**src/rtl/cpu_seq_pkg.sv**
```systemverilog
// cpu_seq_pkg: phase codes, state type and opcode class shared by the sequencer and the decode controller.
// Latency: none (constants and types only).
// Backpressure: none.
package cpu_seq_pkg;

    localparam logic [2:0] T_IDLE    = 3'b100;
    localparam logic [2:0] T_FETCH_A = 3'b000;
    localparam logic [2:0] T_FETCH_D = 3'b001;
    localparam logic [2:0] T_EXEC    = 3'b011;
    localparam logic [2:0] T_MEM_A   = 3'b101;
    localparam logic [2:0] T_MEM_D   = 3'b111;

    // ir_op[7:2] of the memory-access opcodes 0x80..0x83
    localparam logic [5:0] OP_MEM_CLASS = 6'b100000;

    // State values are the phase codes, so the state register drives timer directly.
    typedef enum logic [2:0] {
        S_IDLE    = T_IDLE,
        S_FETCH_A = T_FETCH_A,
        S_FETCH_D = T_FETCH_D,
        S_EXEC    = T_EXEC,
        S_MEM_A   = T_MEM_A,
        S_MEM_D   = T_MEM_D
    } state_t;

endpackage

```
**src/rtl/cpu_sequencer_if.sv**
```systemverilog
// cpu_sequencer_if: control, phase and memory-handshake signals between sequencer, controller and memory; step pins exist under SEQ_SINGLE_STEP_EN.
// Latency: none (wires only).
// Backpressure: mem_ready is the only stall input; the sequencer holds its wait phase until it arrives or times out.
interface cpu_sequencer_if #(
    parameter int CNT_W = 16
);
    logic             run;
    logic             halt_req;
    logic [7:0]       ir_op;
    logic             mem_ready;
    logic [2:0]       timer;
    logic             ir_load;
    logic             mem_req;
    logic             busy;
    logic             bus_err;
    logic             instr_retired;
    logic [CNT_W-1:0] retired_cnt;

`ifdef SEQ_SINGLE_STEP_EN
    logic             step_mode;
    logic             step;

    modport master (
        input  run, halt_req, ir_op, mem_ready, step_mode, step,
        output timer, ir_load, mem_req, busy, bus_err, instr_retired, retired_cnt
    );
    modport slave (
        output run, halt_req, ir_op, mem_ready, step_mode, step,
        input  timer, ir_load, mem_req, busy, bus_err, instr_retired, retired_cnt
    );
`else
    modport master (
        input  run, halt_req, ir_op, mem_ready,
        output timer, ir_load, mem_req, busy, bus_err, instr_retired, retired_cnt
    );
    modport slave (
        output run, halt_req, ir_op, mem_ready,
        input  timer, ir_load, mem_req, busy, bus_err, instr_retired, retired_cnt
    );
`endif

endinterface

```
**src/rtl/seq_wait_timer.sv**
```systemverilog
// seq_wait_timer: counts stalled cycles of a memory wait phase and flags a bus timeout.
// Latency: count updates on each clk edge; timeout is combinational from the count and mem_ready.
// Backpressure: none; observes mem_ready only. WAIT_MAX = 0 disables the timeout.
module seq_wait_timer #(
    parameter int WAIT_MAX = 15
) (
    input  logic clk,
    input  logic rst,
    input  logic clear,
    input  logic enable,
    input  logic mem_ready,
    output logic timeout
);
    localparam int            CW    = (WAIT_MAX > 0) ? $clog2(WAIT_MAX + 1) : 1;
    localparam logic [CW-1:0] LIMIT = CW'(WAIT_MAX);

    logic [CW-1:0] cnt;

    // Count stalled cycles from zero on every wait-phase entry; hold at LIMIT instead of wrapping.
    always_ff @(posedge clk) begin
        if (rst || clear) begin
            cnt <= '0;
        end else if (enable && !mem_ready && (cnt != LIMIT)) begin
            cnt <= cnt + 1'b1;
        end
    end

    // WAIT_MAX stalled cycles have already elapsed and memory is still not ready; a late mem_ready wins.
    assign timeout = (WAIT_MAX != 0) && enable && !mem_ready && (cnt == LIMIT);

endmodule

```
**src/rtl/cpu_sequencer.sv**
```systemverilog
// cpu_sequencer: drives the fetch/execute/memory phase code, IR load strobe and retire counter; single-step mode under SEQ_SINGLE_STEP_EN.
// Latency: 3 cycles per non-memory instruction, 5 per memory instruction with zero wait-states.
// Backpressure: stalls in FETCH_D/MEM_D until mem_ready; after WAIT_MAX stalled cycles aborts to IDLE with bus_err.
module cpu_sequencer
    import cpu_seq_pkg::*;
#(
    parameter int WAIT_MAX = 15,
    parameter int CNT_W    = 16
) (
    input  logic            clk,
    input  logic            rst,
    cpu_sequencer_if.master bus
);
    state_t           state;
    state_t           state_nxt;
    logic             bus_err;
    logic             bus_err_nxt;
    logic [CNT_W-1:0] retired_cnt;
    logic             in_wait;
    logic             timeout;
    logic             retire;
    logic             ir_load;
    logic             mem_req;
    logic             start_req;
    logic             stop_after_retire;
    logic             is_mem_op;
    logic [1:0]       unused_op_lsb;

    // The low opcode bits only select the address source, which is the controller's business.
    assign unused_op_lsb = bus.ir_op[1:0];
    assign is_mem_op     = (bus.ir_op[7:2] == OP_MEM_CLASS);

`ifdef SEQ_SINGLE_STEP_EN
    logic one_shot;
    logic one_shot_nxt;

    assign start_req         = bus.run | bus.step;
    assign stop_after_retire = bus.halt_req | bus.step_mode | one_shot;
`else
    assign start_req         = bus.run;
    assign stop_after_retire = bus.halt_req;
`endif

    assign in_wait = (state == S_FETCH_D) || (state == S_MEM_D);

    seq_wait_timer #(
        .WAIT_MAX (WAIT_MAX)
    ) u_wait_timer (
        .clk       (clk),
        .rst       (rst),
        .clear     (!in_wait),
        .enable    (in_wait),
        .mem_ready (bus.mem_ready),
        .timeout   (timeout)
    );

    // Next phase, IR strobe, memory request and retire decision for the current phase.
    always_comb begin
        state_nxt   = state;
        bus_err_nxt = bus_err;
        retire      = 1'b0;
        ir_load     = 1'b0;
        mem_req     = 1'b0;
`ifdef SEQ_SINGLE_STEP_EN
        one_shot_nxt = one_shot;
`endif
        case (state)
            S_IDLE: begin
                if (start_req) begin
                    state_nxt   = S_FETCH_A;
                    bus_err_nxt = 1'b0;
`ifdef SEQ_SINGLE_STEP_EN
                    // A bare step runs one instruction; run alongside it means free-running.
                    one_shot_nxt = bus.step & ~bus.run;
`endif
                end
            end
            S_FETCH_A: state_nxt = S_FETCH_D;
            S_FETCH_D: begin
                mem_req = 1'b1;
                if (bus.mem_ready) begin
                    ir_load   = 1'b1;
                    state_nxt = S_EXEC;
                end else if (timeout) begin
                    state_nxt   = S_IDLE;
                    bus_err_nxt = 1'b1;
                end
            end
            S_EXEC: begin
                if (is_mem_op) begin
                    state_nxt = S_MEM_A;
                end else begin
                    retire    = 1'b1;
                    state_nxt = stop_after_retire ? S_IDLE : S_FETCH_A;
                end
            end
            S_MEM_A: state_nxt = S_MEM_D;
            S_MEM_D: begin
                mem_req = 1'b1;
                if (bus.mem_ready) begin
                    retire    = 1'b1;
                    state_nxt = stop_after_retire ? S_IDLE : S_FETCH_A;
                end else if (timeout) begin
                    state_nxt   = S_IDLE;
                    bus_err_nxt = 1'b1;
                end
            end
            default: state_nxt = S_IDLE;
        endcase
    end

    // Phase register, sticky bus error and wrapping retire counter.
    always_ff @(posedge clk) begin
        if (rst) begin
            state       <= S_IDLE;
            bus_err     <= 1'b0;
            retired_cnt <= '0;
        end else begin
            state   <= state_nxt;
            bus_err <= bus_err_nxt;
            if (retire) begin
                retired_cnt <= retired_cnt + 1'b1;
            end
        end
    end

`ifdef SEQ_SINGLE_STEP_EN
    // Remember whether the current run was started by a single step.
    always_ff @(posedge clk) begin
        if (rst) begin
            one_shot <= 1'b0;
        end else begin
            one_shot <= one_shot_nxt;
        end
    end
`endif

    assign bus.timer         = state;
    assign bus.busy          = (state != S_IDLE);
    assign bus.ir_load       = ir_load;
    assign bus.mem_req       = mem_req;
    assign bus.instr_retired = retire;
    assign bus.bus_err       = bus_err;
    assign bus.retired_cnt   = retired_cnt;

endmodule

```
**src/flat_wrapper.sv**
```systemverilog
// flat-port wrapper written by rule: the top's interface ports become plain ports
module cpu_sequencer_flat import cpu_seq_pkg::*;
#(
    parameter int WAIT_MAX = 15,
    parameter int CNT_W    = 16
)
  (clk, rst, bus_run, bus_halt_req, bus_ir_op, bus_mem_ready, bus_timer, bus_ir_load, bus_mem_req, bus_busy, bus_bus_err, bus_instr_retired, bus_retired_cnt);
  cpu_sequencer_if #(.CNT_W(CNT_W)) bus_i ();
  input  logic clk;
  input  logic rst;
  input wire logic [$bits(bus_i.run)-1:0] bus_run;
  input wire logic [$bits(bus_i.halt_req)-1:0] bus_halt_req;
  input wire logic [$bits(bus_i.ir_op)-1:0] bus_ir_op;
  input wire logic [$bits(bus_i.mem_ready)-1:0] bus_mem_ready;
  output wire logic [$bits(bus_i.timer)-1:0] bus_timer;
  output wire logic [$bits(bus_i.ir_load)-1:0] bus_ir_load;
  output wire logic [$bits(bus_i.mem_req)-1:0] bus_mem_req;
  output wire logic [$bits(bus_i.busy)-1:0] bus_busy;
  output wire logic [$bits(bus_i.bus_err)-1:0] bus_bus_err;
  output wire logic [$bits(bus_i.instr_retired)-1:0] bus_instr_retired;
  output wire logic [$bits(bus_i.retired_cnt)-1:0] bus_retired_cnt;
  assign bus_i.run = bus_run;
  assign bus_i.halt_req = bus_halt_req;
  assign bus_i.ir_op = bus_ir_op;
  assign bus_i.mem_ready = bus_mem_ready;
  assign bus_timer = bus_i.timer;
  assign bus_ir_load = bus_i.ir_load;
  assign bus_mem_req = bus_i.mem_req;
  assign bus_busy = bus_i.busy;
  assign bus_bus_err = bus_i.bus_err;
  assign bus_instr_retired = bus_i.instr_retired;
  assign bus_retired_cnt = bus_i.retired_cnt;
  cpu_sequencer #(.WAIT_MAX(WAIT_MAX), .CNT_W(CNT_W)) u_core (.clk(clk), .rst(rst), .bus(bus_i));
endmodule
```
**config.mk**
```make
export PLATFORM = sky130hd
export DESIGN_NAME = cpu_sequencer_flat
export DESIGN_NICKNAME = d
export VERILOG_FILES = /design/src/rtl/cpu_seq_pkg.sv /design/src/rtl/cpu_sequencer_if.sv /design/src/rtl/seq_wait_timer.sv /design/src/rtl/cpu_sequencer.sv /design/src/flat_wrapper.sv
export SDC_FILE = /design/constraint.sdc
export NUM_CORES = 1
export LEC_CHECK = 0
export CAP_MARGIN = 10
export CORE_ASPECT_RATIO = 0.7
export CORE_MARGIN = 3
export CORE_UTILIZATION = 50
export CTS_CLUSTER_SIZE = 8
export DETAILED_ROUTE_END_ITERATION = 8
export PLACE_DENSITY = 0.88
export SLEW_MARGIN = 40
export SYNTH_ARGS = -nofsm -noshare
export SYNTH_HDL_FRONTEND = slang
export SYNTH_SLANG_ARGS = --single-unit
```
**constraint.sdc**
```tcl
create_clock -name clk -period 5.15 [get_ports clk]
set_clock_uncertainty 0.05 [all_clocks]
set_input_delay 0.7725 -clock clk [delete_from_list [all_inputs] [get_ports clk]]
set_output_delay 0.7725 -clock clk [all_outputs]
set_load 0.02 [all_outputs]
```
[Yosys cells after proc, flatten, opt, wreduce, memory -nomap -nowiden]
Cells that the tools add are included.
Word-level totals
  logic and storage cells: 45
  memories: 0
  output and inout port bits: 24
  latch bits: 0
  bits in read-only memories: 0
  memory bits (writable): 0
  bits in registers: 24
Operators by class
  reductions and logical operators: 11
  multipliers: 0
  $add $sub $neg: 2
  $lt $le $gt $ge: 0
  multiplexer cells: 16
  div/mod/pow operators: 0
  equal/unequal tests: 12
  shifts and indexed selects: 0
  bitwise logic cells: 0
Operator list (number)
  3-bit two-way mux: 6
  3-bit case mux with 6 select lines: 1
  16-bit by 1-bit adder with 16-bit output (second input constant): 1
  3-bit equality test (second input constant): 3
  1-bit two-way mux: 7
  6-bit equality test (second input constant): 1
  4-bit by 1-bit adder with 4-bit output (second input constant): 1
  4-bit equality test (second input constant): 1
  2-bit != test (second input constant): 2
  4-bit != test (second input constant): 1
  1-bit case mux with 2 select lines: 2
  4-bit AND reduction: 1
  3-bit by 1-bit equality test with 1-bit output (second input constant): 1
  3-bit by 2-bit equality test with 1-bit output (second input constant): 1
  1-bit logical AND: 3
  3-bit zero test: 1
  3-bit != test (second input constant): 1
  1-bit zero test: 2
  1-bit logical OR: 2
  2-bit by 1-bit != test with 1-bit output (second input constant): 1
  2-bit nonzero test: 1
  2-bit OR reduction: 1

[Depth between registers and ports, before layout]
  depth in word-level cells: 7
  mapped depth: 7
  depth with buffers taken out: 5

[By module]
Synthesis repeated with hierarchy kept, for this count alone.
Second synthesis, totals
  cells, all modules: 162
  area total of the unflattened synthesis: 1402.6 sq um
By module, submodules not included
  cpu_sequencer: area an instance 1162.4 sq um, cells each 138, sequential area each 400.4 sq um, times used 1
  seq_wait_timer: area an instance 240.2 sq um, cells each 24, sequential area each 80.1 sq um, times used 1

[Least setup slack after synthesis]
Ideal clock, no wire load.
  kind: input-to-output
  from: in bus_ir_op[5]
  to: out bus_instr_retired
  arrival: 1601 ps
  stages on the path: 4
  buffers on the path: 1
  data required time: 4328 ps
  setup slack: 2727 ps
  path through: nor4b_1 > a211o_4 > buf_6 > inv_2
On the way
  word-level cells in the longest chain between the ends: 3
RTL lines
  start: declaration: line flat_wrapper.sv:13  | input wire logic [$bits(bus_i.ir_op)-1:0] bus_ir_op;
  6-bit equality test: line cpu_sequencer.sv:31  | assign is_mem_op = (bus.ir_op[7:2] == OP_MEM_CLASS);
  1-bit two-way mux: line cpu_sequencer.sv:90  | if (is_mem_op) begin
  1-bit case mux with 2 select lines: line cpu_sequencer.sv:67  | case (state)
  end: declaration: line flat_wrapper.sv:20  | output wire logic [$bits(bus_i.instr_retired)-1:0] bus_instr_retired;
No other way between the ends.

[Worst setup path after layout]
  from: in bus_mem_ready
  to: out bus_instr_retired
On the way
  word-level cells in the longest chain between the ends: 2
RTL lines
  start: declaration: line flat_wrapper.sv:14  | input wire logic [$bits(bus_i.mem_ready)-1:0] bus_mem_ready;
  1-bit two-way mux: line cpu_sequencer.sv:100  | if (bus.mem_ready) begin
  1-bit case mux with 2 select lines: line cpu_sequencer.sv:67
No other way between the ends.

==> impl_metrics.yaml <==
cts:
  cts_setup_buffers: 0
  cts-root-buf: "clkbuf_4"
  cts_made_buffers: 3
  htree_levels: 1
  cts.sinks: 24
  clk_pin_slew_ns: 0.12
  cts_hold_buffers: 0
  cts_resized: 0
  clock_latency_ns: 0.31
  cts_buffer_depth: 2
  cts_tree: "yes"
hold_path:
  hp-start: "u_core.bus.retired_cnt[1]"
  timing.hold.worst_path_depth: 2
  hold_class: "register to register"
  hold_end: "u_core.bus.retired_cnt[1]"
sta:
  period_share: 0.678
  finalHoldViolations: 0
  relSlewSlack: 0.484
  setup_viol: 0
  worst_slew_pin_slew_ns: 0.771
  final_period_minus_worst_setup_slack_ns: 3.49
  rsz0062_at_grt: "false"
  timing.setup.tns_ns: 0
  drv_slew: 0
  fmax_mhz: 286
critical_path:
  cp-end-kind: "output pin"
  r2r_slack_ns: 3.20
  required_ns: 4.33
  r2r-start: "u_core.bus.timer[2]"
  arrival_ns: 2.67
  reg2reg_to: "u_core.bus.retired_cnt[13]"
  worstSetupPathType: "input pin to output pin"
  worst-r2r-cell-count: 4
  critPathLaunchType: "input pin"
  path_max_fanout: 26
cells_and_area:
  finalInstanceArea_um2: 1610
  multiInputGateArea_um2: 704
  regArea_um2: 480
  diodes: 0
  fin_nets: 193
  syn2layout_area_growth_pct: 29.6
  n_fill_cell: 174
  drive_gt1_frac: 0.0455
route:
  ant_nets: 0
  post_drt_wl_per_cell_um: 15.1
  num_vias: 1257
  wl_um: 3150
  first_pass_iters: 4
  drt_iter0_drc: 90
  remaining_drc_errors: 0
  avgViaCountPerCell: 6.04
logic_synthesis:
  postSynthCellCount: 145
  ys_warn_count: 0
  syn_area_um2: 1240
  synthFlopType: "dfxtp_1"
  yosysUniqueCellTypes: 46
  async_reset_ff_frac: 0
  synth_edf_count: 0
  synth_area_per_cell_um2: 8.57
  yosys_register_bits: 24
  syn-num-nets: 160
  synth-seq-area-share: 0.387
floorplanning:
  start_util: 0.550
  num_io_pins: 37
  coreArea_um2: 2260
  row_count: 14
  die_h_um: 47.7
  dieArea_um2: 3130
  dieWidth_um: 65.6
pwr:
  powerDensity_nw_per_um2: 204
  leakage_nw: 0.511
  vdd_drop_max_mv: 0.177
placement:
  dpl-instance-area_um2: 1590
  hpwl_um: 2270
  gp_congestion: 0.744
  port_buffers: 34
global_routing:
  antenna_found_initial: 0
  grt_pass1_wl_um: 4930
  grt_pass1_vias: 1121
  grt_start_max_net_pins: 27
  grt_overflow: 0
  grtUsageTotal: 0.206
flow_run:
  maxCapViolations: 0
run_status:
  outcome: "completed"
-- stage by stage --
stage          hold WS [ns]   util  worst slack (ns)  total power (W)  instances
5_1_grt               0.493  0.713              1.54         0.000341        208
3_5_place_dp          0.441  0.703              1.64         0.000250        205
6_report              0.457  0.713              1.66         0.000328        208
4_1_cts               0.459  0.713              1.66         0.000328        208
2_1_floorplan         0.438      -              2.73         0.000227        145
3_3_place_gp          0.417  0.703              1.71         0.000248        205
-- layout by cell type, fill, tap and decap left out, drive strengths merged, types with 2 or more instances in the layout --
cell / n
a211o: 3
a21oi: 16
and2: 3
clkbuf: 3
clkdlybuf4s50: 34
dfxtp: 24
ha: 2
inv: 5
nand2: 10
nand3: 6
nand4: 6
nor2: 9
nor2b: 2
nor3: 4
nor4b: 2
o21ai: 3
o31ai: 10
or4: 11
xnor2: 2
-- cell type report --
| cell class | instances | share of cell area |
|---|---|---|
| clock buffer | 3 | 0.0140 |
| tap | 32 | 0.0249 |
| inverter | 6 | 0.0140 |
| multi-input combinational | 109 | 0.437 |
| timing repair buffer | 34 | 0.211 |
| sequential | 24 | 0.298 |
-- synth_stat cells (all sizes together) (2+ instances only) --
cell type,number,area (um2)
ha,2,25.0
nor2b,2,12.5
nand3,6,30.0
xnor2,2,17.5
nor4b,2,17.5
and2,3,18.8
nand2,10,40.0
a211o,3,35.0
inv,5,18.8
o21ai,3,15.0
nand4,6,37.5
nor2,9,33.8
or4,11,82.6
clkbuf,3,11.3
dfxtp,24,480
buf,3,23.8
o31ai,10,75.1
a21oi,16,80.1
nor3,4,20.0
-- state kept, by name, indices dropped and copies added (netlist names) --
| register | flops |
|---|---|
| u_core.bus.timer | 3 |
| u_core.bus.retired_cnt | 16 |
| u_core.bus.bus_err | 1 |
| u_core.u_wait_timer.cnt | 4 |
-- worst max-delay path, stage by stage --
cell             delay [ns]
clkdlybuf4s50_1        0.61
nor2b_1                0.11
a211o_4                0.39
inv_2                  0.16
clkdlybuf4s50_1        0.62
-- worst max path at each step --
stage	from	endpoint	slack (ns)	cells past startpoint
after floorplan	bus_ir_op[5]	bus_instr_retired	2.73	4
after global placement	bus_mem_ready	bus_instr_retired	1.71	5
after detailed placement	bus_ir_op[5]	bus_instr_retired	1.64	5
after CTS	bus_ir_op[5]	bus_instr_retired	1.66	5
after global routing	bus_ir_op[5]	bus_instr_retired	1.54	5
final	bus_mem_ready	bus_instr_retired	1.66	5
-- kinds of logic after synthesis --
logic type	after synthesis	synth area share
simple gates	63	0.298
compound gates	40	0.220
flops	24	0.387
buf+inv	12	0.0463
xor+xnor	3	0.0212
fa+ha+maj	2	0.0201
mux	1	0.00806
-- report_power, final --
| group | internal [W] | switching [W] | total (W) |
|---|---|---|---|
| logic | 0.0000263 | 0.0000240 | 0.0000503 |
| registers | 0.000189 | 0.00000707 | 0.000196 |
| clock network | 0.0000274 | 0.0000546 | 0.0000819 |
-- layer usage --
metal | GRT usage | routed length (um) | vias up | share of wire
li1 | - | - | 618 | -
met1 | 0.263 | 1410 | 590 | 0.45
met2 | 0.362 | 1510 | 45 | 0.48
met3 | 0.0516 | 211 | 4 | 0.067
met4 | 0.0455 | 23 | 0 | 0.0073
met5 | 0 | 0 | - | 0
No activity file was read; power rests on OpenSTA's default activity.
